## config.mk

```make
export PLATFORM = sky130hd
export DESIGN_NAME = spram_zxn_arb
export DESIGN_NICKNAME = d
export VERILOG_FILES = /design/src/rtl/spram_zxn_pkg.sv /design/src/rtl/spram_zxn_rr2.sv /design/src/rtl/spram_zxn_arb.sv
export SDC_FILE = /design/constraint.sdc
export NUM_CORES = 1
export LEC_CHECK = 0
export ABC_AREA = 1
export CAP_MARGIN = 20
export CORE_ASPECT_RATIO = 2
export CORE_UTILIZATION = 37
export DETAILED_ROUTE_END_ITERATION = 7
export PLACE_DENSITY = 0.87
export SLEW_MARGIN = 20
export SYNTH_ARGS = -nofsm -noshare
export SYNTH_HDL_FRONTEND = slang
export SYNTH_SLANG_ARGS = --single-unit
```

## constraint.sdc

```tcl
create_clock -name clocka -period 1.2 [get_ports clocka]
set_input_delay 0.12 -clock clocka [delete_from_list [all_inputs] [get_ports clocka]]
set_output_delay 0.12 -clock clocka [all_outputs]
set_load 0.005 [all_outputs]
```

## src/rtl/spram_zxn_pkg.sv

```systemverilog
// rtl/spram_zxn_pkg.sv - shared constants and types for the spram_zxn arbiter
// Contents:
//   PORT_CPU / PORT_DMA : requester indices, also bit positions in grant vectors
//   LAST_RST            : reset value of the round-robin pointer (port 0 wins first)
//   grant_tag_t         : return-path tag {valid, port}
package spram_zxn_pkg;

    localparam logic PORT_CPU = 1'b0;
    localparam logic PORT_DMA = 1'b1;

    // Pointer names the last winner; starting at DMA hands the first tie to CPU.
    localparam logic LAST_RST = PORT_DMA;

    typedef struct packed {
        logic valid;
        logic port;
    } grant_tag_t;

endpackage

```

## src/rtl/spram_zxn_rr2.sv

```systemverilog
// rtl/spram_zxn_rr2.sv - two-input round-robin (or fixed-priority) arbiter
// Ports:
//   req   in  [1:0]  request per port
//   last  in  1      last granted port (round-robin pointer)
//   grant out [1:0]  one-hot grant
//   any   out 1      some port granted this cycle
// Build option: SPRAM_ARB_FIXED_PRIO_EN selects absolute priority for port 0.
module spram_zxn_rr2 (
    input  logic [1:0] req,
    input  logic       last,
    output logic [1:0] grant,
    output logic       any
);

`ifdef SPRAM_ARB_FIXED_PRIO_EN
    // Pointer has no role here; tie it off visibly.
    logic unused_last;
    assign unused_last = last;

    always_comb begin
        grant = 2'b00;
        if (req[0]) begin
            grant = 2'b01;
        end else if (req[1]) begin
            grant = 2'b10;
        end
    end
`else
    always_comb begin
        grant = 2'b00;
        if (req == 2'b11) begin
            // Tie goes to the port that did not win last.
            grant = last ? 2'b01 : 2'b10;
        end else begin
            grant = req;
        end
    end
`endif

    assign any = |req;

endmodule

```

## src/rtl/spram_zxn_arb.sv

```systemverilog
// rtl/spram_zxn_arb.sv - two-requester arbiter in front of spram_zxn
// Ports:
//   clocka, rst_n                      clock, async active-low reset
//   req/we/addr/wdata 0,1              requester inputs (req held until ack)
//   ack 0,1                            1-cycle accept pulse, cycle after grant
//   rvalid 0,1 / rdata 0,1             return strobe two cycles after grant; data = ram_q
//   ram_addr/ram_wdata/ram_wren/ram_q  RAM port
// Build option: SPRAM_ARB_FIXED_PRIO_EN (see spram_zxn_rr2).
module spram_zxn_arb
    import spram_zxn_pkg::*;
#(
    parameter int DATAWIDTH = 8,
    parameter int ADDRWIDTH = 8
) (
    input  logic                 clocka,
    input  logic                 rst_n,

    input  logic                 req0,
    input  logic                 we0,
    input  logic [ADDRWIDTH-1:0] addr0,
    input  logic [DATAWIDTH-1:0] wdata0,
    output logic                 ack0,
    output logic                 rvalid0,
    output logic [DATAWIDTH-1:0] rdata0,

    input  logic                 req1,
    input  logic                 we1,
    input  logic [ADDRWIDTH-1:0] addr1,
    input  logic [DATAWIDTH-1:0] wdata1,
    output logic                 ack1,
    output logic                 rvalid1,
    output logic [DATAWIDTH-1:0] rdata1,

    output logic [ADDRWIDTH-1:0] ram_addr,
    output logic [DATAWIDTH-1:0] ram_wdata,
    output logic                 ram_wren,
    input  logic [DATAWIDTH-1:0] ram_q
);

    logic [1:0] grant;
    logic       any;
    logic       last;
    grant_tag_t tag_s1;
    grant_tag_t tag_s2;

    spram_zxn_rr2 u_rr2 (
        .req   ({req1, req0}),
        .last  (last),
        .grant (grant),
        .any   (any)
    );

    always_ff @(posedge clocka or negedge rst_n) begin
        if (!rst_n) begin
            ack0      <= 1'b0;
            ack1      <= 1'b0;
            ram_addr  <= '0;
            ram_wdata <= '0;
            ram_wren  <= 1'b0;
            last      <= LAST_RST;
            tag_s1    <= '0;
            tag_s2    <= '0;
        end else begin
            ack0     <= grant[PORT_CPU];
            ack1     <= grant[PORT_DMA];
            ram_wren <= 1'b0;
            if (grant[PORT_CPU]) begin
                ram_addr  <= addr0;
                ram_wdata <= wdata0;
                ram_wren  <= we0;
            end else if (grant[PORT_DMA]) begin
                ram_addr  <= addr1;
                ram_wdata <= wdata1;
                ram_wren  <= we1;
            end
            if (any) begin
                last <= grant[PORT_DMA];
            end
            // Stage 1 lines up with the RAM access cycle, stage 2 with ram_q.
            tag_s1.valid <= any;
            tag_s1.port  <= grant[PORT_DMA];
            tag_s2       <= tag_s1;
        end
    end

    assign rvalid0 = tag_s2.valid && (tag_s2.port == PORT_CPU);
    assign rvalid1 = tag_s2.valid && (tag_s2.port == PORT_DMA);
    assign rdata0  = ram_q;
    assign rdata1  = ram_q;

endmodule

```

# Yosys cells after proc, flatten, opt, wreduce, memory -nomap -nowiden

Index checks and enable logic that the tools add are counted.
Widths: inputs -> output; s select.

Register bits after elaboration: 23
Latch bits: 0
Bits in writable memories: 0
Bits in read-only memories: 0
Output and inout bits: 37
Word-level logic and storage cells: 23
Memories kept: 0

Add/subtract/negate cells: 0
Multiply operators: 0
Div/mod/pow operators: 0
Magnitude comparators: 0
Equality and inequality tests: 1
Shift operators: 0
Mux-type cells: 8
Bitwise operators: 1
Reductions and logical operators: 4

Operators by type and width:

| operator           | count |
|---|---|
| $mux 8             | 4 |
| $mux 2             | 2 |
| $eq 2x2->1 const B | 1 |
| $logic_and 1x1->1  | 2 |
| $mux 1             | 2 |
| $reduce_bool 2->1  | 1 |
| $reduce_or 2->1    | 1 |
| $not 1->1          | 1 |

# Depth between registers and ports, before layout

Gate-level depths: netlist (run 1).

Depth in word-level cells: 4
Mapped depth: 7

# Modules after synthesis

Synthesis (run 1) repeated with hierarchy kept, for this count alone.

Cells, all modules: 127
Area total of the unflattened synthesis: 1128.6 um2

Modules (own cells, without submodules):

| module        | instances | cells an instance | area an instance (um2) | sequential area each (um2) |
|---|---|---|---|---|
| spram_zxn_arb | 1         | 121               | 1101.1                 | 576.8 |
| spram_zxn_rr2 | 1         | 6                 | 27.5                   | 0.0 |

# Least setup slack after synthesis (run 1)

Ideal clock, no wire load.

Path kind: register to register
Start: reg last
End: reg ram_addr[0]
Arrival time: 1.023 ns
Required time: 1.083 ns
Slack: 0.060 ns
Cell stages (with the launch flop): 7
Path buffers: 1
Clock period less this slack: 1.140 ns
Cells stage by stage: dfstp_2 > inv_1 > nand2_2 > buf_2 > nand3_1 > nand3_2 > nand2_1

Cells in the longest elaborated chain, start to end: 3
Elaborated cells on any way between the ends: 4
Those cells by class: mux: 3; reduce/logical: 1

RTL lines:

| item                                               | RTL line            | text |
|---|---|---|
| from (decl)                                        | spram_zxn_arb.sv:42 | `logic last;` |
| from (signal assigned)                             | spram_zxn_arb.sv:77 | `last <= grant[PORT_DMA];` |
| $mux 2 *                                           | spram_zxn_rr2.sv:33 | `grant = last ? 2'b01 : 2'b10;` |
| $mux 2 *                                           | spram_zxn_rr2.sv:31 | `if (req == 2'b11) begin` |
| $mux 8 / $reduce_bool 2->1 (equally long branches) | n/a                 |  |
| to (signal assigned)                               | spram_zxn_arb.sv:68 | `ram_addr <= addr0;` |
| to (signal assigned)                               | spram_zxn_arb.sv:72 | `ram_addr <= addr1;` |
| to (decl)                                          | spram_zxn_arb.sv:34 | `output logic [ADDRWIDTH-1:0] ram_addr,` |

Every way passes the cells marked *; elsewhere a longest branch is shown, timed or not.
A chain may end at the register's enable or synchronous reset.

# Worst setup path after layout (run 1)

Start: reg last
End: reg ram_wdata[4]

Cells in the longest elaborated chain, start to end: 3
Elaborated cells on any way between the ends: 4
Those cells by class: mux: 3; reduce/logical: 1

RTL lines:

| item                                               | RTL line            | text |
|---|---|---|
| $mux 2 *                                           | spram_zxn_rr2.sv:33 |  |
| $mux 2 *                                           | spram_zxn_rr2.sv:31 |  |
| $mux 8 / $reduce_bool 2->1 (equally long branches) | n/a                 |  |
| to (signal assigned)                               | spram_zxn_arb.sv:69 | `ram_wdata <= wdata0;` |
| to (signal assigned)                               | spram_zxn_arb.sv:73 | `ram_wdata <= wdata1;` |
| to (decl)                                          | spram_zxn_arb.sv:35 | `output logic [DATAWIDTH-1:0] ram_wdata,` |

Marked as above.

==> impl_metrics.py, run 1 <==
metrics = {
    "run_status": {
        "outcome": "complete, no violations",
    },
    "synth": {
        "yosysWarnings": 0,
        "synth-seq-cells": 23,
        "syn_inst": 174,
        "yosysSeqAreaShare_pct": 43.6,
        "synth.avg_cell_area_um2": 7.60,
        "ys_types": 15,
        "netlist_area_um2": 1320,
        "synth_nets": 220,
    },
    "pwr": {
        "power_leakage_nw": 1.11,
        "p_per_area_nw_per_um2": 957,
        "vdd_drop_max_mv": 0.916,
        "fin_total_pwr_mw": 1.92,
    },
    "sta": {
        "maxSlewHeadroom_pct": 78.5,
        "fin_crit_ps": 1180,
        "hold_violations": 0,
        "fin_skew_ps": 4.81,
        "timing.fmax_ghz": 0.846,
        "slew_viol_final": 0,
        "rsz0062_at_grt": "yes",
        "setup_tns_ps": 0,
        "setup_viol": 0,
        "worst_pin_slew_ps": 322,
        "fin_crit_sh_pct": 98.5,
    },
    "floorplan": {
        "num_io_pins": 83,
        "fp.dieH_um": 86.6,
        "die_area_um2": 3830,
        "floorplan.die.width_um": 44.3,
        "num_rows": 30,
        "core-area_um2": 3420,
        "start_util_pct": 38.7,
    },
    "drt": {
        "finalWirelength_um": 3220,
        "viasPerCell": 4.36,
        "drt_iter0_drc": 16,
        "wl_per_cell_um": 11.7,
        "drt-pass1-iter-count": 4,
        "ant_nets": 0,
        "vias": 1200,
        "drc_errors": 0,
    },
    "cts": {
        "hold_buffers": 0,
        "clkSlewWorstSetupHoldPaths_ps": 80,
        "cts_tree": "built",
        "cts_buffers": 3,
        "root_buffer": "clkbuf_8",
        "cts_sinks": 23,
        "insertion_delay_ps": 260,
        "clk_path_buf_depth": 2,
        "htree_levels": 1,
    },
    "setup_path": {
        "cp_common_cell": "nand3_1",
        "crit_chain": "inv_2 -> nand2_4 -> clkbuf_16 -> nand3_1 -> nand3_1 -> nand2_1",
        "endpoint_kind": "flip-flop",
        "cp.required_ps": 1360,
        "start_kind": "flip-flop",
        "slowest_delay_ps": 560,
        "critPathKind": "flip-flop to flip-flop",
        "crit_fanout": 6,
        "cp.arrival_ps": 1340,
        "cp_slowest_cell": "dfstp_2",
    },
    "global_route": {
        "grt_pass1_vias": 1217,
        "antenna_found_initial": 0,
        "gr-total-overflow": 0,
        "grt_first_pass_wirelength_um": 5140,
        "grt_max_degree": 24,
        "grtUsageTotal_pct": 17.7,
    },
    "final_layout": {
        "antenna_cells": 0,
        "design_area_um2": 2010,
        "layout.nets": 274,
        "drive_gt1_share_pct": 17.6,
        "fillers": 305,
        "area_growth_pct": 51.9,
    },
    "placement": {
        "port_buffers": 58,
        "placed_cell_area_um2": 1880,
        "gp_routability_congestion": 0.750,
        "dpl.hpwl_um": 2380,
    },
    "run": {
        "maxCapViolations": 0,
    },
    "hold_path": {
        "min_path_type": "primary input to asynchronous set/reset pin",
    },
}
## path summary, 6_finish.rpt
kind                       cells past startpoint                start                        to  slack, ps
max                                            6     last$_DFFE_PN1P_  ram_wdata[4]$_DFFE_PN0P_         20
min                                            2                rst_n  ram_wdata[3]$_DFFE_PN0P_        200
max reg2reg                                    6     last$_DFFE_PN1P_  ram_wdata[4]$_DFFE_PN0P_         20
min reg2reg                                    0  tag_s1[1]$_DFF_PN0_       tag_s2[1]$_DFF_PN0_        360
max in group asynchronous                      2                rst_n          last$_DFFE_PN1P_        780
min in group clocka                            0             ram_q[4]                 rdata0[4]        240
## logic make-up (layout without fill, tap and decap cells)
family	after synthesis	in the layout	share of synthesized area, %
simple gates	94	94	33.7
compound gates	1	1	0.378
flops	23	23	43.6
buf+inv	56	109	22.3
## what timing repair did
item / CTS / global route
endpoints found under the hold margin: 0 / 0
cloned: 0 / 1
pin swaps: 0 / 8
gates resized for setup: 21 / 11
buffers inserted: 4 / 0
endpoints found under the setup margin: 21 / 13
## worst max-delay path: cells and delay by family, from the launching register on
kind                   cells  cell delay (ps)
buffers and inverters      2              220
flip-flops                 1              560
AND/OR/NAND/NOR            4              300
## sequential cells by signal (all words and copies together), names as in the netlist
register and flops:
ram_wren 1, ram_addr 8, ack0 1, ram_wdata 8, tag_s2 2, last 1
tag_s1 2
## cells in the mapped netlist
library cell  number  area share, %
dfstp_2            1            2.0
inv_2              1           0.28
nand3_1           15            5.7
dfrtp_1           22             42
nand2_1           66             19
buf_6              2            1.7
nand3_2            9            6.8
buf_4             18             10
nand2_4            1           0.85
o21ai_0            1           0.38
nand2_2            1           0.47
inv_1             33            9.4
buf_2              2           0.76
nor2_4             1           0.85
nor2_1             1           0.28
## cell type report
type,count,area (um2),share of cell area (%)
well taps,48,60.1,2.99
flip-flops and latches,23,577,28.7
multi-input cells,95,504,25.1
repair buffers,71,694,34.6
clock buffers,3,41.3,2.05
clock inverters,1,5.00,0.249
inverters,34,128,6.35
## layer usage
layer  up-vias  share of wire [%]  track usage (%)
li1        602                  -                -
met5         -                  0                0
met1       546                 35             17.2
met4         0                3.4             8.54
met2        36                 58             34.9
met3        16                3.4             1.25
## per-stage QoR
| stage | worst slack (ps) | util (%) | hold WS [ps] | std cells |
|---|---|---|---|---|
| 2_1_floorplan | 60.3 | - | -176 | 174 |
| 3_3_place_gp | -138 | 55.1 | 240 | 266 |
| 3_5_place_dp | -150 | 55.1 | 240 | 266 |
| 4_1_cts | 17.9 | 56.5 | 204 | 274 |
| 5_1_grt | -28.4 | 58.8 | 208 | 275 |
| 6_report | 18.1 | 58.8 | 202 | 275 |
## report_power, final
group	internal, mW	switching, mW
Clock	0.231	0.242
Combinational	0.312	0.239
Sequential	0.857	0.0414
Total	1.40	0.523
## placed cells by master (no fill, tap or decap), types with 3 or more instances in the layout
cell type	n
nand3_2	17
nand2_1	66
nand3_1	7
buf_4	10
clkdlybuf4s50_1	37
clkbuf_8	3
inv_1	32
dfrtp_1	22
dlygate4sd2_1	21
Note: power is estimated with default switching activity, not from simulation.
==> run 2: changes to the inputs <==
--- a/config.mk
+++ b/config.mk
@@ -5,12 +5,11 @@
 export SDC_FILE = /design/constraint.sdc
 export NUM_CORES = 1
 export LEC_CHECK = 0
-export ABC_AREA = 1
 export CAP_MARGIN = 20
 export CORE_ASPECT_RATIO = 2
-export CORE_UTILIZATION = 37
+export CORE_UTILIZATION = 35
 export DETAILED_ROUTE_END_ITERATION = 7
-export PLACE_DENSITY = 0.87
+export PLACE_DENSITY = 0.85
 export SLEW_MARGIN = 20
 export SYNTH_ARGS = -nofsm -noshare
 export SYNTH_HDL_FRONTEND = slang
==> run 2 against run 1 <==
The flow now finishes with violations (DRC, setup timing). Final cell count shrank 25%. Via count decreased by 4.8%. Setup slack worse by 25 ps. Power up 8.9%. Clock-buffer cell count is 1 higher. Worst hold slack worse by 7.9 ps. Non-clock buffer count increased by 4. First-iteration DRC count grew 94%. Sequential share of layout area about the same. Critical path type unchanged. Critical endpoint is now ram_wdata[2]$_DFFE_PN0P_.
==> impl_metrics.py, run 2 <==
metrics = {
    "run_status": {
        "outcome": "finished, violations left",
        "failed_checks": "DRC, setup timing",
    },
    "placement": {
        "port_buffers": 58,
        "dpl.hpwl_um": 2580,
        "gp_routability_congestion": 0.684,
        "placed_cell_area_um2": 1900,
    },
    "synth": {
        "synth_edf_count": 0,
        "synth_compound_area_share_pct": 26.7,
        "ys_types": 20,
        "netlist_area_um2": 1230,
        "syn_inst": 122,
        "yosysWarnings": 0,
        "yosysSeqAreaShare_pct": 46.9,
        "synth_top_family_by_area": "compound AO/OA/AOI/OAI gates",
        "yosys.area.top_type": "dfrtp_1",
        "synthTopCellsByArea": "dfrtp_1 (45%), o32ai_1 (11%), buf_4 (10%)",
        "async_flop_share_pct": 100,
        "yosysMostFrequentCell": "dfrtp_1",
        "yosys.area_share.simple_pct": 11.2,
        "synth_fa_ha_area_share_pct": 0,
        "synth.avg_cell_area_um2": 10.1,
        "yosys_most_used_dff": "dfrtp_1",
        "yosys-top-cells-count": "dfrtp_1 (22), buf_4 (17), a21oi_1 (16), o21ai_0 (16), o32ai_1 (16)",
        "synth-seq-cells": 23,
        "synth_xor_area_share_pct": 0,
        "synth_mux_area_share_pct": 0,
        "yosysTopAreaCellShare_pct": 44.8,
        "synth_nets": 168,
    },
    "floorplan": {
        "fp.dieH_um": 85.8,
        "num_io_pins": 83,
        "die_area_um2": 3770,
        "start_util_pct": 36.4,
        "floorplan.die.width_um": 43.9,
        "core-area_um2": 3380,
        "num_rows": 30,
    },
    "global_route": {
        "grtUsageTotal_pct": 18.5,
        "antenna_found_initial": 0,
        "grt_pass1_vias": 1257,
        "grt_first_pass_wirelength_um": 5350,
        "gr-total-overflow": 0,
        "grt_max_degree": 26,
    },
    "cts": {
        "insertion_delay_ps": 260,
        "root_buffer": "clkbuf_8",
        "clkSlewWorstSetupHoldPaths_ps": 80,
        "clk_path_buf_depth": 2,
        "cts_sinks": 23,
        "htree_levels": 1,
        "cts_buffers": 3,
        "cts_tree": "built",
        "hold_buffers": 0,
    },
    "sta": {
        "fin_crit_sh_pct": 101,
        "fin_skew_ps": 2.15,
        "maxSlewHeadroom_pct": 81.9,
        "timing.fmax_ghz": 0.829,
        "fin_ws_ps": -6.78,
        "setup_viol": 3,
        "hold_violations": 0,
        "rsz0062_at_grt": "yes",
        "slew_viol_final": 0,
        "worst_pin_slew_ps": 269,
        "fin_crit_ps": 1210,
    },
    "final_layout": {
        "utilization_pct": 59.6,
        "layout.nets": 222,
        "design_area_um2": 2010,
        "final_cell_mix": "clkdlybuf4s50_1 (36), dfrtp_1 (22), dlygate4sd2_1 (20), o21ai_0 (16)",
        "drive_gt1_share_pct": 22.9,
        "final_common_cell": "clkdlybuf4s50_1",
        "area_growth_pct": 63.7,
        "antenna_cells": 0,
        "fillers": 287,
        "reg_top3": "ram_addr: 8 flops, ram_wdata: 8 flops",
    },
    "hold_path": {
        "min_path_type": "primary input to asynchronous set/reset pin",
    },
    "setup_path": {
        "cp.arrival_ps": 1350,
        "start_kind": "flip-flop",
        "crit_fanout": 6,
        "endpoint_kind": "flip-flop",
        "cp.required_ps": 1350,
        "critPathKind": "flip-flop to flip-flop",
    },
    "pwr": {
        "vdd_drop_max_mv": 0.603,
        "p_per_area_nw_per_um2": 1040,
        "power_leakage_nw": 0.830,
    },
    "drt": {
        "drc_errors": 9,
        "drt_iter0_drc": 31,
        "finalWirelength_um": 3440,
        "drt-pass1-iter-count": 8,
        "ant_nets": 0,
        "wl_per_cell_um": 16.6,
        "vias": 1142,
        "viasPerCell": 5.52,
    },
    "run": {
        "maxCapViolations": 0,
    },
}
run 2: changes by cell type in the layout (fill, tap and decap cells not counted), sizes merged, moves of 2 or more:
cell / before / now
dlymetal6s2s: 0 / 2
buf: 12 / 17
inv: 34 / 1
nor2b: 0 / 2
o32ai: 0 / 16
nand3: 24 / 0
o21ai: 1 / 16
nand2: 68 / 0
nand2b: 0 / 15
a21oi: 0 / 16
run 2: timing repair:
| item | CTS | global route |
|---|---|---|
| resized for setup | 23 | 10 |
| pin swaps | 1 | 2 |
| setup endpoints to repair | 21 | 15 |
| buffers inserted | 1 | 1 |
| hold endpoints to repair | 0 | 0 |
run 2: final cells by class:
class	instances	area, um2	area share [%]
timing repair buffer	75	749	37.3
multi-input combinational	72	597	29.7
sequential	23	577	28.7
clock buffer	4	45.0	2.24
tap	32	40.0	1.99
inverter	1	3.75	0.187
run 2: path summary, 6_finish.rpt:
check                           slack [ps]                        to                start  cells past startpoint
worst max-delay path                    -7  ram_wdata[2]$_DFFE_PN0P_     last$_DFFE_PN1P_                      4
worst min-delay path                   190       tag_s2[0]$_DFF_PN0_                rst_n                      2
worst max register to register          -7  ram_wdata[2]$_DFFE_PN0P_     last$_DFFE_PN1P_                      4
worst min register to register         380       tag_s2[1]$_DFF_PN0_  tag_s1[1]$_DFF_PN0_                      0
max in group asynchronous              790          last$_DFFE_PN1P_                rst_n                      2
min in group clocka                    240                 rdata0[1]             ram_q[1]                      0
run 2: through the flow:
step	setup TNS, ps	power, mW	instances	hold slack (ps)	setup WS (ps)
after CTS	0	2.06	206	197	1.97
after global routing	-339	2.20	207	203	-52.8
final	-18.2	2.10	207	194	-6.78
after floorplan	-811	1.25	122	-176	-90.2
after detailed placement	-3410	1.63	201	240	-225
after global placement	-2940	1.61	201	240	-177
run 2: critical path, cell delays in order, from the launching register on:
cell and delay, ps:
dfstp_2 580, nor2b_4 70, buf_6 130, o32ai_2 230, a21oi_1 80
run 2: power breakdown:
part / leakage [nW] / switching, mW / internal (mW)
logic: 0.545 / 0.285 / 0.407
clock network: 0.0228 / 0.246 / 0.237
registers: 0.262 / 0.0495 / 0.871
total: 0.830 / 0.581 / 1.51
run 2: routing by layer:
metal  vias up  track usage (%)  routed length [um]  part of all wire, %
li1        537                -                   -                    -
met1       544             17.9                1100                   32
met2        45             35.4                1990                   58
met3        16             2.32                 233                  6.8
met4         0             9.92                 102                  3.0
met5         -                0                   0                    0
run 2: logic make-up after synthesis:
kind of cell	after synthesis
flip-flops	23
AO/OA/AOI/OAI	51
buffers and inverters	27
AND/OR/NAND/NOR	21
